### config.mk
export PLATFORM = sky130hd
export DESIGN_NAME = glan_act_blinker
export DESIGN_NICKNAME = d
export VERILOG_FILES = /design/src/rtl/glan_led_pkg.sv /design/src/rtl/glan_act_blink_ch.sv /design/src/rtl/glan_act_blinker.sv
export SDC_FILE = /design/constraint.sdc
export NUM_CORES = 1
export LEC_CHECK = 0
export BUFFER_PORTS_ARGS = -buffer_cell sky130_fd_sc_hd__buf_2
export CAP_MARGIN = 0
export CORE_ASPECT_RATIO = 0.9
export CORE_UTILIZATION = 40
export DETAILED_ROUTE_END_ITERATION = 6
export PLACE_DENSITY = 0.67
export SLEW_MARGIN = 10
export SYNTH_ARGS = -nofsm -noshare
export SYNTH_HDL_FRONTEND = slang
export SYNTH_SLANG_ARGS = --single-unit
### constraint.sdc
create_clock -name SysClk -period 5.21 [get_ports SysClk]
set_clock_uncertainty 0.05 [all_clocks]
set_input_delay 0.2605 -clock SysClk [delete_from_list [all_inputs] [get_ports SysClk]]
set_output_delay 0.2605 -clock SysClk [all_outputs]
set_load 0.02 [all_outputs]
### src/rtl/glan_led_pkg.sv
// Shared types and constants for the GLAN activity-LED blinker.
package glan_led_pkg;

  localparam int TIMER_W = 8;
  localparam logic LED_OFF = 1'b1;

  typedef enum logic [1:0] {
    IDLE = 2'd0,
    ON   = 2'd1,
    OFF  = 2'd2
  } blink_state_e;

endpackage

### src/rtl/glan_act_blink_ch.sv
// One activity-LED channel: ACT# synchroniser, IDLE/ON/OFF blink FSM,
// tick timer and single-entry pending flag.
module glan_act_blink_ch
  import glan_led_pkg::*;
#(
  parameter int ON_TICKS  = 50,
  parameter int OFF_TICKS = 50
) (
  input  logic SysClk,
  input  logic ResetN,
  input  logic act_in_n_i,
  input  logic tick_i,
  input  logic pg_s_i,
  output logic led_act_n_o,
  output logic busy_o
);

  localparam logic [TIMER_W-1:0] ON_LOAD  = TIMER_W'(ON_TICKS);
  localparam logic [TIMER_W-1:0] OFF_LOAD = TIMER_W'(OFF_TICKS);
  localparam logic [TIMER_W-1:0] T_ONE    = TIMER_W'(1);
  localparam logic [TIMER_W-1:0] T_ZERO   = TIMER_W'(0);

  logic               act_meta_q, act_sync_q;
  logic               act_s;
  blink_state_e       state_q, state_d;
  logic [TIMER_W-1:0] timer_q, timer_d;
  logic               pending_q, pending_d;
  logic               led_n_q, led_n_d;
  logic               busy_q, busy_d;

  // Two-flop synchroniser for the asynchronous active-low activity strobe
  always_ff @(posedge SysClk or negedge ResetN) begin
    if (!ResetN) begin
      act_meta_q <= 1'b1;
      act_sync_q <= 1'b1;
    end else begin
      act_meta_q <= act_in_n_i;
      act_sync_q <= act_meta_q;
    end
  end

  assign act_s = ~act_sync_q;

  // State, timer, pending and output registers
  always_ff @(posedge SysClk or negedge ResetN) begin
    if (!ResetN) begin
      state_q   <= IDLE;
      timer_q   <= T_ZERO;
      pending_q <= 1'b0;
      led_n_q   <= LED_OFF;
      busy_q    <= 1'b0;
    end else begin
      state_q   <= state_d;
      timer_q   <= timer_d;
      pending_q <= pending_d;
      led_n_q   <= led_n_d;
      busy_q    <= busy_d;
    end
  end

  // Next-state logic; outputs are derived from the next state so they
  // register together with it and keep the 3-cycle ACT#-to-LED latency
  always_comb begin
    state_d   = state_q;
    timer_d   = timer_q;
    pending_d = pending_q;
    if (!pg_s_i) begin
      state_d   = IDLE;
      timer_d   = T_ZERO;
      pending_d = 1'b0;
    end else begin
      case (state_q)
        IDLE: begin
          if (act_s) begin
            state_d   = ON;
            timer_d   = ON_LOAD;
            pending_d = 1'b0;
          end else begin
            state_d   = IDLE;
          end
        end
        ON: begin
          pending_d = pending_q | act_s;
          if (tick_i) begin
            if (timer_q == T_ONE) begin
              state_d = OFF;
              timer_d = OFF_LOAD;
            end else begin
              timer_d = timer_q - T_ONE;
            end
          end else begin
            timer_d = timer_q;
          end
        end
        OFF: begin
          if (tick_i && (timer_q == T_ONE)) begin
            // Activity on the expiry cycle itself still earns a re-blink
            if (pending_q || act_s) begin
              state_d   = ON;
              timer_d   = ON_LOAD;
              pending_d = 1'b0;
            end else begin
              state_d   = IDLE;
              timer_d   = T_ZERO;
              pending_d = 1'b0;
            end
          end else begin
            pending_d = pending_q | act_s;
            if (tick_i) begin
              timer_d = timer_q - T_ONE;
            end else begin
              timer_d = timer_q;
            end
          end
        end
        default: begin
          state_d   = IDLE;
          timer_d   = T_ZERO;
          pending_d = 1'b0;
        end
      endcase
    end
    led_n_d = (state_d == ON) ? ~LED_OFF : LED_OFF;
    busy_d  = (state_d != IDLE);
  end

  assign led_act_n_o = led_n_q;
  assign busy_o      = busy_q;

endmodule

### src/rtl/glan_act_blinker.sv
// Activity-LED pulse shaper for the 2-port GLAN board: shared ms prescaler,
// power-good synchroniser and one blink channel per port.
module glan_act_blinker
  import glan_led_pkg::*;
#(
  parameter int PORTS     = 2,
  parameter int TICK_DIV  = 33000,
  parameter int ON_TICKS  = 50,
  parameter int OFF_TICKS = 50
) (
  input  logic             SysClk,
  input  logic             ResetN,
  input  logic             ALL_PWRGD,
  input  logic [PORTS-1:0] ActInN,
  output logic [PORTS-1:0] LedActN,
  output logic [PORTS-1:0] Busy
);

  localparam int CNT_W = (TICK_DIV > 1) ? $clog2(TICK_DIV) : 1;
  localparam logic [CNT_W-1:0] CNT_MAX  = CNT_W'(TICK_DIV - 1);
  localparam logic [CNT_W-1:0] CNT_ZERO = CNT_W'(0);
  localparam logic [CNT_W-1:0] CNT_ONE  = CNT_W'(1);

  logic [CNT_W-1:0] cnt_q, cnt_d;
  logic             tick_s;
  logic             pg_meta_q, pg_sync_q;

  // Free-running timebase prescaler
  always_ff @(posedge SysClk or negedge ResetN) begin
    if (!ResetN) begin
      cnt_q <= CNT_ZERO;
    end else begin
      cnt_q <= cnt_d;
    end
  end

  // Tick on terminal count, then wrap
  always_comb begin
    tick_s = (cnt_q == CNT_MAX);
    if (tick_s) begin
      cnt_d = CNT_ZERO;
    end else begin
      cnt_d = cnt_q + CNT_ONE;
    end
  end

  // Two-flop synchroniser for power-good; resets to "power not good"
  always_ff @(posedge SysClk or negedge ResetN) begin
    if (!ResetN) begin
      pg_meta_q <= 1'b0;
      pg_sync_q <= 1'b0;
    end else begin
      pg_meta_q <= ALL_PWRGD;
      pg_sync_q <= pg_meta_q;
    end
  end

  for (genvar i = 0; i < PORTS; i++) begin : g_ch
    glan_act_blink_ch #(
      .ON_TICKS  (ON_TICKS),
      .OFF_TICKS (OFF_TICKS)
    ) u_ch (
      .SysClk      (SysClk),
      .ResetN      (ResetN),
      .act_in_n_i  (ActInN[i]),
      .tick_i      (tick_s),
      .pg_s_i      (pg_sync_q),
      .led_act_n_o (LedActN[i]),
      .busy_o      (Busy[i])
    );
  end

endmodule

Yosys cells after proc, flatten, opt, wreduce, memory -nomap -nowiden
Cells that the tools add are included.
{"block": "classes", "n_addsub": 3, "n_mul": 0, "div": 0, "n_lt_le_gt_ge": 0, "n_eq_ne": 15, "n_shift": 0, "muxes": 41, "bitwise_logic": 4, "reduce_logical": 10}
{"cell": "two-way mux 8 bit", "count": 12}
{"cell": "case mux 8 bit (3 select lines)", "count": 2}
{"cell": "adder 16 x 1 -> 16 bit, second input constant", "count": 1}
{"cell": "equality test 16 bit, second input constant", "count": 1}
{"cell": "equality test 8 x 1 -> 1 bit, second input constant", "count": 2}
{"cell": "two-way mux 16 bit", "count": 1}
{"cell": "two-way mux 2 bit", "count": 8}
{"cell": "subtractor 8 x 1 -> 8 bit, second input constant", "count": 2}
{"cell": "two-way mux 1 bit", "count": 12}
{"cell": "two-way mux 6 bit", "count": 2}
{"cell": "case mux 2 bit (3 select lines)", "count": 2}
{"cell": "equality test 2 x 1 -> 1 bit, second input constant", "count": 4}
{"cell": "inequality test 4 x 2 -> 1 bit, second input constant", "count": 2}
{"cell": "inequality test 3 x 2 -> 1 bit, second input constant", "count": 2}
{"cell": "inequality test 3 bit, second input constant", "count": 2}
{"cell": "case mux 1 bit (3 select lines)", "count": 2}
{"cell": "AND reduction 3 bit", "count": 2}
{"cell": "equality test 2 bit, second input constant", "count": 2}
{"cell": "logical NOT 2 bit", "count": 2}
{"cell": "nonzero test 2 bit", "count": 2}
{"cell": "logical AND 1 bit", "count": 2}
{"cell": "logical OR 1 bit", "count": 2}
{"cell": "NOT 1 bit", "count": 2}
{"cell": "bitwise OR 1 bit", "count": 2}
{"block": "totals", "regBits": 48, "latchBits": 0, "ramBits": 0, "romBits": 0, "input_bits": 5, "wordCells": 90, "mem_count": 0}

Depth between registers and ports, before layout
Gate-level depths: netlist of the first run.
{"block": "depth", "depth_word": 8, "ltp_mapped": 9, "depth_no_buf": 7}

Modules after synthesis
A second synthesis of the first run with hierarchy kept.
{"block": "hier_totals", "cells_unflattened": 251, "hier_area_um2": 2541.2}
{"module": "glan_act_blink_ch at g_ch[0].u_ch", "instances": 1, "cells_each": 87, "area_each_um2": 875.8}
{"module": "glan_act_blink_ch at g_ch[1].u_ch", "instances": 1, "cells_each": 93, "area_each_um2": 868.3}
{"module": "glan_act_blinker", "instances": 1, "cells_each": 71, "area_each_um2": 797.0}

Worst setup path after synthesis of the first run
OpenSTA, ideal clock, no wires.
{"block": "synth_path", "path_type": "flip-flop to flip-flop", "from": "register g_ch[0].u_ch.timer_q[1]", "to": "register g_ch[0].u_ch.timer_q[0]", "arrival_ns": 1.882, "required_ns": 5.035, "path_slack_ns": 3.153, "stages_incl_launch_ff": 9, "path_buffers": 1, "path_cell_list": "dfrtp_1 > inv_1 > ha_1 > or4b_1 > buf_2 > o221a_4 > a31oi_4 > nor2_2 > mux2_2"}
{"block": "synth_between", "elab_chain_cells": 5, "word_cells_on_any_way": 9, "classes_between": "eq/ne: 2; mux: 5; reduce/logical: 2"}
{"element": "start: declaration", "line": "glan_act_blink_ch.sv:26", "source": "logic [TIMER_W-1:0] timer_q, timer_d;"}
{"element": "start signal: assignment", "line": "glan_act_blink_ch.sv:54", "source": "timer_q <= timer_d;"}
{"element": "equality test 8 x 1 -> 1 bit (*)", "line": "glan_act_blink_ch.sv:85, glan_act_blink_ch.sv:96"}
{"element": "two-way mux 8 bit / logical AND 1 bit (equally long branches)", "line": "glan_act_blink_ch.sv:85, glan_act_blink_ch.sv:96"}
{"element": "two-way mux 8 bit, on equally long branches", "line": "glan_act_blink_ch.sv:84, glan_act_blink_ch.sv:96"}
{"element": "case mux 8 bit (3 select lines)", "line": "glan_act_blink_ch.sv:72", "source": "case (state_q)"}
{"element": "two-way mux 8 bit", "line": "glan_act_blink_ch.sv:67", "source": "if (!pg_s_i) begin"}
Every way passes the cells marked *; elsewhere a longest branch is shown, timed or not. The select of a mux whose other input is x is not followed.
A chain may end at the register's enable or synchronous reset.

Worst setup path in the final report of the first run
{"block": "layout_path", "from": "register cnt_q[0]", "to": "register g_ch[1].u_ch.timer_q[6]"}
{"block": "layout_between", "elab_chain_cells": 5, "word_cells_on_any_way": 8, "classes_between": "eq/ne: 3; mux: 3; reduce/logical: 2"}
{"element": "start: declaration", "line": "glan_act_blinker.sv:24", "source": "logic [CNT_W-1:0] cnt_q, cnt_d;"}
{"element": "start signal: assignment", "line": "glan_act_blinker.sv:33", "source": "cnt_q <= cnt_d;"}
{"element": "equality test 16 bit (*)", "line": "glan_act_blinker.sv:39", "source": "tick_s = (cnt_q == CNT_MAX);"}
{"element": "logical AND 1 bit", "line": "glan_act_blink_ch.sv:96", "source": "if (tick_i && (timer_q == T_ONE)) begin"}
{"element": "two-way mux 8 bit", "line": "glan_act_blink_ch.sv:96"}
{"element": "case mux 8 bit (3 select lines)", "line": "glan_act_blink_ch.sv:72"}
{"element": "two-way mux 8 bit", "line": "glan_act_blink_ch.sv:67"}
{"element": "end signal: assignment", "line": "glan_act_blink_ch.sv:54"}
{"element": "end: declaration", "line": "glan_act_blink_ch.sv:26"}
Every way passes the cells marked *; elsewhere a longest branch is shown, timed or not.

==> flow_summary_export.csv, run 1 <==
group,metric,value,unit
synth,ys.flop_type,"dfrtp_1",
clocking,post-cts-setup-buffers,0,
sta,setup_ws,2.43,ns
setup_path,cp_slowest_cell,"and4_1",
power,p_leak,1.26,nW
sta,min_period,2.78,ns
grt,grt_pass1_wl,8610,µm
routing,initialDrtViolationCount,134,
sta,relSlewSlack,0.313,
synth,synth-seq-cells,48,
clocking,cts_tree,"done",
setup_path,crit_start,"cnt_q[0]$_DFF_PN0_",
synth,post_synth.cell_area_avg,9.63,µm²
synth,netlist_instances,281,
clocking,cts_buffers,5,
final_layout,n_antenna_cell,0,
synth,syn_area,2710,µm²
setup_path,cp_max_fo,16,
floorplan,boundaryPins,9,
clocking,cts_buffer_depth,2,
synth,synth-edff-count,0,
clocking,clk_pin_slew,0.08,ns
synth,syn_nets,299,
routing,wirelength,5100,µm
clocking,clkSinkCount,48,
clocking,insertion_delay,0.30,ns
setup_path,worst-path-buf-inv,0,
sta,finalCritPeriodShare,0.533,
clocking,root_buffer,"clkbuf_8",
routing,drc,0,
grt,track_usage,0.160,
run_status,status,"finished clean",
setup_path,worstPathRequired,5.37,ns
sta,setup_viol_count_final,0,
floorplan,die_h,80.0,µm
grt,grt_max_degree,49,
final_layout,layout-drive-gt1-share,0.118,
routing,vias,2027,
grt,antenna_found_initial,0,
floorplan,die-width,88.7,µm
final_layout,final_common_cell,"dfrtp_1",
sta,hold_viol,0,
setup_path,critPathArrivalTime,2.94,ns
sta,final_max_slew_viol_count,0,
sta,grt_setup_unrepaired,"false",
setup_path,critPathKind,"flop to flop",
routing,detail_route.wl_per_cell,13.5,µm
grt,overflow,0,
clocking,cts.repair.resized,0,
final_layout,final_cell_mix,"dfrtp_1, nand2_1, inv_1",
place,gp_routability_congestion,0.815,
setup_path,cp_cell_sequence,"ha_1, nor4b_2, and4_1, o21ai_0, nand2b_1, o31ai_1",
final_layout,utilization,0.446,
grt,grt_pass1_vias,1833,
clocking,hold_buffers,3,
setup_path,start_kind,"flop",
floorplan,die-area,7100,µm²
setup_path,r2r_slack,2.43,ns
routing,dr.pass1.iters,4,
sta,tns,0,ns
floorplan,core-area,6550,µm²
synth,postSynth.asyncResetShare,1.00,
place,port_buffers,8,
synth,yosysWarnings,0,
place,placement.setup.worst_slack,2.44,ns
power,pwr_density_cell,259,nW/µm²
routing,drtAntennaViolNets,0,
floorplan,num_rows,28,
floorplan,start_util,0.413,
sta,fmax,360,MHz
final_layout,area_growth_syn_to_layout,7.95,%
routing,viasPerCell,5.38,
place,post-dp-hpwl,3610,µm
sta,worst_slew_pin_slew,1.03,ns
setup_path,critical_path.top_delay_family,"simple AND/OR/NAND/NOR gates",
min_path,hp-class,"input port to asynchronous set/reset pin",
clocking,ctsHtreeMaxLevel,2,
power,vdd_ir_drop_max,0.0000853,V
job,cap_viol_max_count,0,
synth,yosysUniqueCellTypes,61,
final_layout,final_nets,305,
synth,yosysSeqAreaShare,0.447,
setup_path,slowest_delay,0.66,ns
setup_path,cp-end-kind,"flop",
setup_path,r2r-start,"cnt_q[0]$_DFF_PN0_",
layer usage:
layer / global-route usage / up-vias / wire, µm
met2: 0.235 / 25 / 2230
met1: 0.226 / 980 / 2650
met3: 0.0341 / 7 / 135
met4: 0.0629 / 0 / 80
li1: - / 1015 / -
met5: 0 / - / 0
state kept, by name, summed over array words and instances (netlist names), 2 cells and up:
name / cells
cnt_q: 16
g_ch.u_ch.timer_q: 16
g_ch.u_ch.state_q: 4
g_ch.u_ch.act_meta_q: 2
g_ch.u_ch.act_sync_q: 2
g_ch.u_ch.busy_o: 2
g_ch.u_ch.led_act_n_o: 2
g_ch.u_ch.pending_q: 2
worst register-to-register path, cell delays in order (launching register included):
cell and delay (ns):
dfrtp_1 0.38, ha_1 0.24, nor4b_2 0.27, and4_1 0.66, o21ai_0 0.51, nand2b_1 0.35
o31ai_1 0.23
kinds of logic after synthesis:
logic type | synth area share
flip-flops | 0.447
buffers and inverters | 0.0458
multiplexers | 0.00786
AND/OR/NAND/NOR | 0.239
adder cells (fa/ha/maj) | 0.0601
XOR/XNOR | 0.0388
AO/OA/AOI/OAI | 0.162
through the flow:
stage	power [W]	area, µm²	hold slack [ns]	instances
3_5_place_dp	0.000526	2800	0.286	367
6_report	0.000758	2920	0.0709	377
3_3_place_gp	0.000526	2800	0.283	367
4_1_cts	0.000768	2920	0.125	377
5_1_grt	0.000801	2920	0.187	377
2_1_floorplan	0.000498	2710	-0.0851	281
where the power goes:
group | switching [W] | internal [W]
registers | 0.0000163 | 0.000391
logic | 0.0000723 | 0.0000426
clock network | 0.000117 | 0.000118
total | 0.000206 | 0.000552
path summary, 6_finish.rpt:
kind | end | cells past startpoint
max | g_ch[1].u_ch.timer_q[6]$_DFFE_PN0P_ | 6
min | g_ch[0].u_ch.timer_q[3]$_DFFE_PN0P_ | 1
max reg2reg | g_ch[1].u_ch.timer_q[6]$_DFFE_PN0P_ | 6
min reg2reg | pg_sync_q$_DFF_PN0_ | 0
max in group asynchronous | cnt_q[2]$_DFF_PN0_ | 1
min in group SysClk | pg_sync_q$_DFF_PN0_ | 0
layout make-up:
cell class / instances / area [µm²]
tap: 90 / 113
sequential: 48 / 1210
multi-input combinational: 205 / 1370
fill: 632 / 3630
timing repair buffer: 11 / 70.1
inverter: 16 / 60.1
clock buffer: 7 / 96.3
cell usage after synthesis (4+ instances only):
cell type	count	area, µm²
dfrtp_1	42	1050
or3_1	4	25.0
xnor2_1	7	61.3
nor3_1	11	55.1
o21ai_0	13	65.1
ha_1	13	163
a21oi_1	13	65.1
nand4_1	6	37.5
buf_4	4	30.0
nor2_1	12	45.0
nand2_1	33	124
nor4_1	4	25.0
nand2b_1	8	50.1
xor2_1	5	43.8
clkbuf_1	4	15.0
nor2b_1	4	25.0
o21bai_1	4	30.0
inv_1	16	60.1
nand3_1	13	65.1
dfstp_2	6	158
(Power assumes the default switching activity.)
==> run 2: changes to the inputs <==
- PLACE_DENSITY: 0.67 -> 0.69
- clock period: 5.21 -> 2.3 ns (I/O delays scaled with it)
==> run 2 against run 1 <==
Utilization rose by 1.9 points. Setup slack worse by 2.3 ns. Die area stayed put. First-iteration DRC count up 5.2%. Largest power group unchanged.
==> flow_summary_export.csv, run 2 (synthesis gave the netlist of run 1 again) <==
group,metric,value,unit
sta,whs,0.0719,ns
sta,tns,0,ns
floorplan,die-area,7100,µm²
floorplan,die-width,88.7,µm
setup_path,cp_max_fo,10,
final_layout,top_regs,"cnt_q: 16 flops, g_ch.u_ch.timer_q: 16 flops, g_ch.u_ch.state_q: 4 flops",
clocking,clkSinkCount,48,
sta,worst_slew_pin_slew,0.670,ns
floorplan,start_util,0.413,
setup_path,cp-end-kind,"flop",
power,power_frac_comb,0.161,
setup_path,critPathKind,"flop to flop",
grt,grt_max_degree,29,
routing,dr.pass1.iters,4,
final_layout,area_growth_syn_to_layout,12.7,%
power,p_sw,0.000485,W
final_layout,final_common_cell,"dfrtp_1",
power,pwr-share-seq,0.525,
clocking,insertion_delay,0.30,ns
run_status,status,"finished clean",
routing,initialDrtViolationCount,141,
sta,finalCritPeriodShare,0.939,
final_layout,final_cell_mix,"dfrtp_1, nand2_1, inv_1",
floorplan,boundaryPins,9,
min_path,hp-class,"input port to asynchronous set/reset pin",
place,post-dp-hpwl,3770,µm
final_layout,nFillCells,625,
setup_path,r2r_end,"g_ch[0].u_ch.timer_q[0]$_DFFE_PN0P_",
place,dp.cells,378,
grt,track_usage,0.165,
sta,grt_setup_unrepaired,"false",
final_layout,fin_cells,391,
sta,fmax,463,MHz
grt,grt_pass1_vias,1907,
clocking,cts_tree,"done",
routing,viasPerCell,5.23,
floorplan,die_h,80.0,µm
setup_path,r2r-start,"cnt_q[0]$_DFF_PN0_",
power,power.share.switching,0.276,
power,vdd_ir_drop_max,0.000241,V
setup_path,start_kind,"flop",
place,gp_routability_congestion,0.876,
routing,drtAntennaViolNets,0,
sta,relSlewSlack,0.550,
grt,overflow,0,
place,port_buffers,8,
power,internal_power,0.00127,W
power,p_leak,1.33,nW
sta,final_max_slew_viol_count,0,
routing,wirelength,5270,µm
clocking,ctsHtreeMaxLevel,2,
sta,setup_viol_count_final,0,
setup_path,critPathArrivalTime,2.30,ns
routing,detail_route.wl_per_cell,13.5,µm
routing,vias,2044,
final_layout,n_antenna_cell,0,
grt,grt_pass1_wl,8920,µm
grt,antenna_found_initial,0,
setup_path,r2r_slack,0.14,ns
clocking,clk_pin_slew,0.09,ns
final_layout,final_nets,318,
floorplan,num_rows,28,
clocking,root_buffer,"clkbuf_8",
sta,hold_viol,0,
setup_path,rr_worst_depth,7,
clocking,cts_buffer_depth,2,
routing,drc,0,
final_layout,layout-drive-gt1-share,0.163,
power,pwr_density_cell,576,nW/µm²
job,cap_viol_max_count,0,
floorplan,core-area,6550,µm²
sta,min_period,2.16,ns
power,clkPwrFrac,0.314,
setup_path,worstPathRequired,2.44,ns
clocking,cts_buffers,5,
## run 2: changes by cell type in the layout (fill, tap and decap cells not counted), sizes merged
cell,delta
buf,+12
clkbuf,+1
dlygate4sd3,+1
## run 2: worst max-delay path, cell delays in order, from the launching register on
cell     delay [ns]
dfrtp_1        0.40
ha_1           0.25
nor4b_2        0.18
and4_2         0.24
buf_12         0.15
o21ai_2        0.37
nor2_2         0.11
mux2_2         0.28
## run 2: area by class of cell
class | count | area [µm²] | share of cell area
multi-input cells | 205 | 1390 | 0.454
flip-flops and latches | 48 | 1210 | 0.396
repair buffers | 24 | 183 | 0.0599
well taps | 90 | 113 | 0.0369
clock buffers | 8 | 100 | 0.0328
inverters | 16 | 60.1 | 0.0197
## run 2: routing by layer
layer,vias to the layer above,GRT usage,share of wire
met5,-,0,0
met4,0,0.0597,0.013
met3,7,0.0372,0.031
met2,28,0.245,0.45
met1,971,0.233,0.51
li1,1038,-,-
## run 2: how the worst max path moves through the flow
stage / from / to / slack (ns)
after floorplan: g_ch[0].u_ch.timer_q[1]$_DFFE_PN0P_ / g_ch[0].u_ch.timer_q[0]$_DFFE_PN0P_ / 0.24
after global placement: g_ch[0].u_ch.timer_q[1]$_DFFE_PN0P_ / g_ch[0].u_ch.busy_o$_DFF_PN0_ / 0.16
after detailed placement: g_ch[0].u_ch.timer_q[1]$_DFFE_PN0P_ / g_ch[0].u_ch.busy_o$_DFF_PN0_ / 0.14
after CTS: cnt_q[0]$_DFF_PN0_ / g_ch[0].u_ch.timer_q[3]$_DFFE_PN0P_ / 0.12
after global routing: cnt_q[0]$_DFF_PN0_ / g_ch[0].u_ch.timer_q[0]$_DFFE_PN0P_ / 0.04
final: cnt_q[0]$_DFF_PN0_ / g_ch[0].u_ch.timer_q[0]$_DFFE_PN0P_ / 0.14
## run 2: per-stage QoR
step	utilization	cell area [µm²]	setup WS [ns]	total power, W
after floorplan	-	2710	0.243	0.00113
after global placement	0.441	2890	0.161	0.00121
after detailed placement	0.441	2890	0.135	0.00121
after CTS	0.463	3030	0.122	0.00177
after global routing	0.465	3050	0.0378	0.00186
final	0.465	3050	0.141	0.00176
## run 2: power by group through the flow
stage	clock [W]	sequential [W]	combinational (W)
after floorplan	0	0.000928	0.000200
after global placement	0	0.000937	0.000269
after detailed placement	0	0.000938	0.000273
after CTS	0.000567	0.000922	0.000279
after global routing	0.000606	0.000929	0.000321
final	0.000551	0.000922	0.000283
## run 2: timing repair
action,4_1_cts,5_1_grt
endpoints found under the hold margin,45,0
resized for setup,0,3
setup endpoints to repair,0,6
hold buffers,4,0
setup buffers,0,1
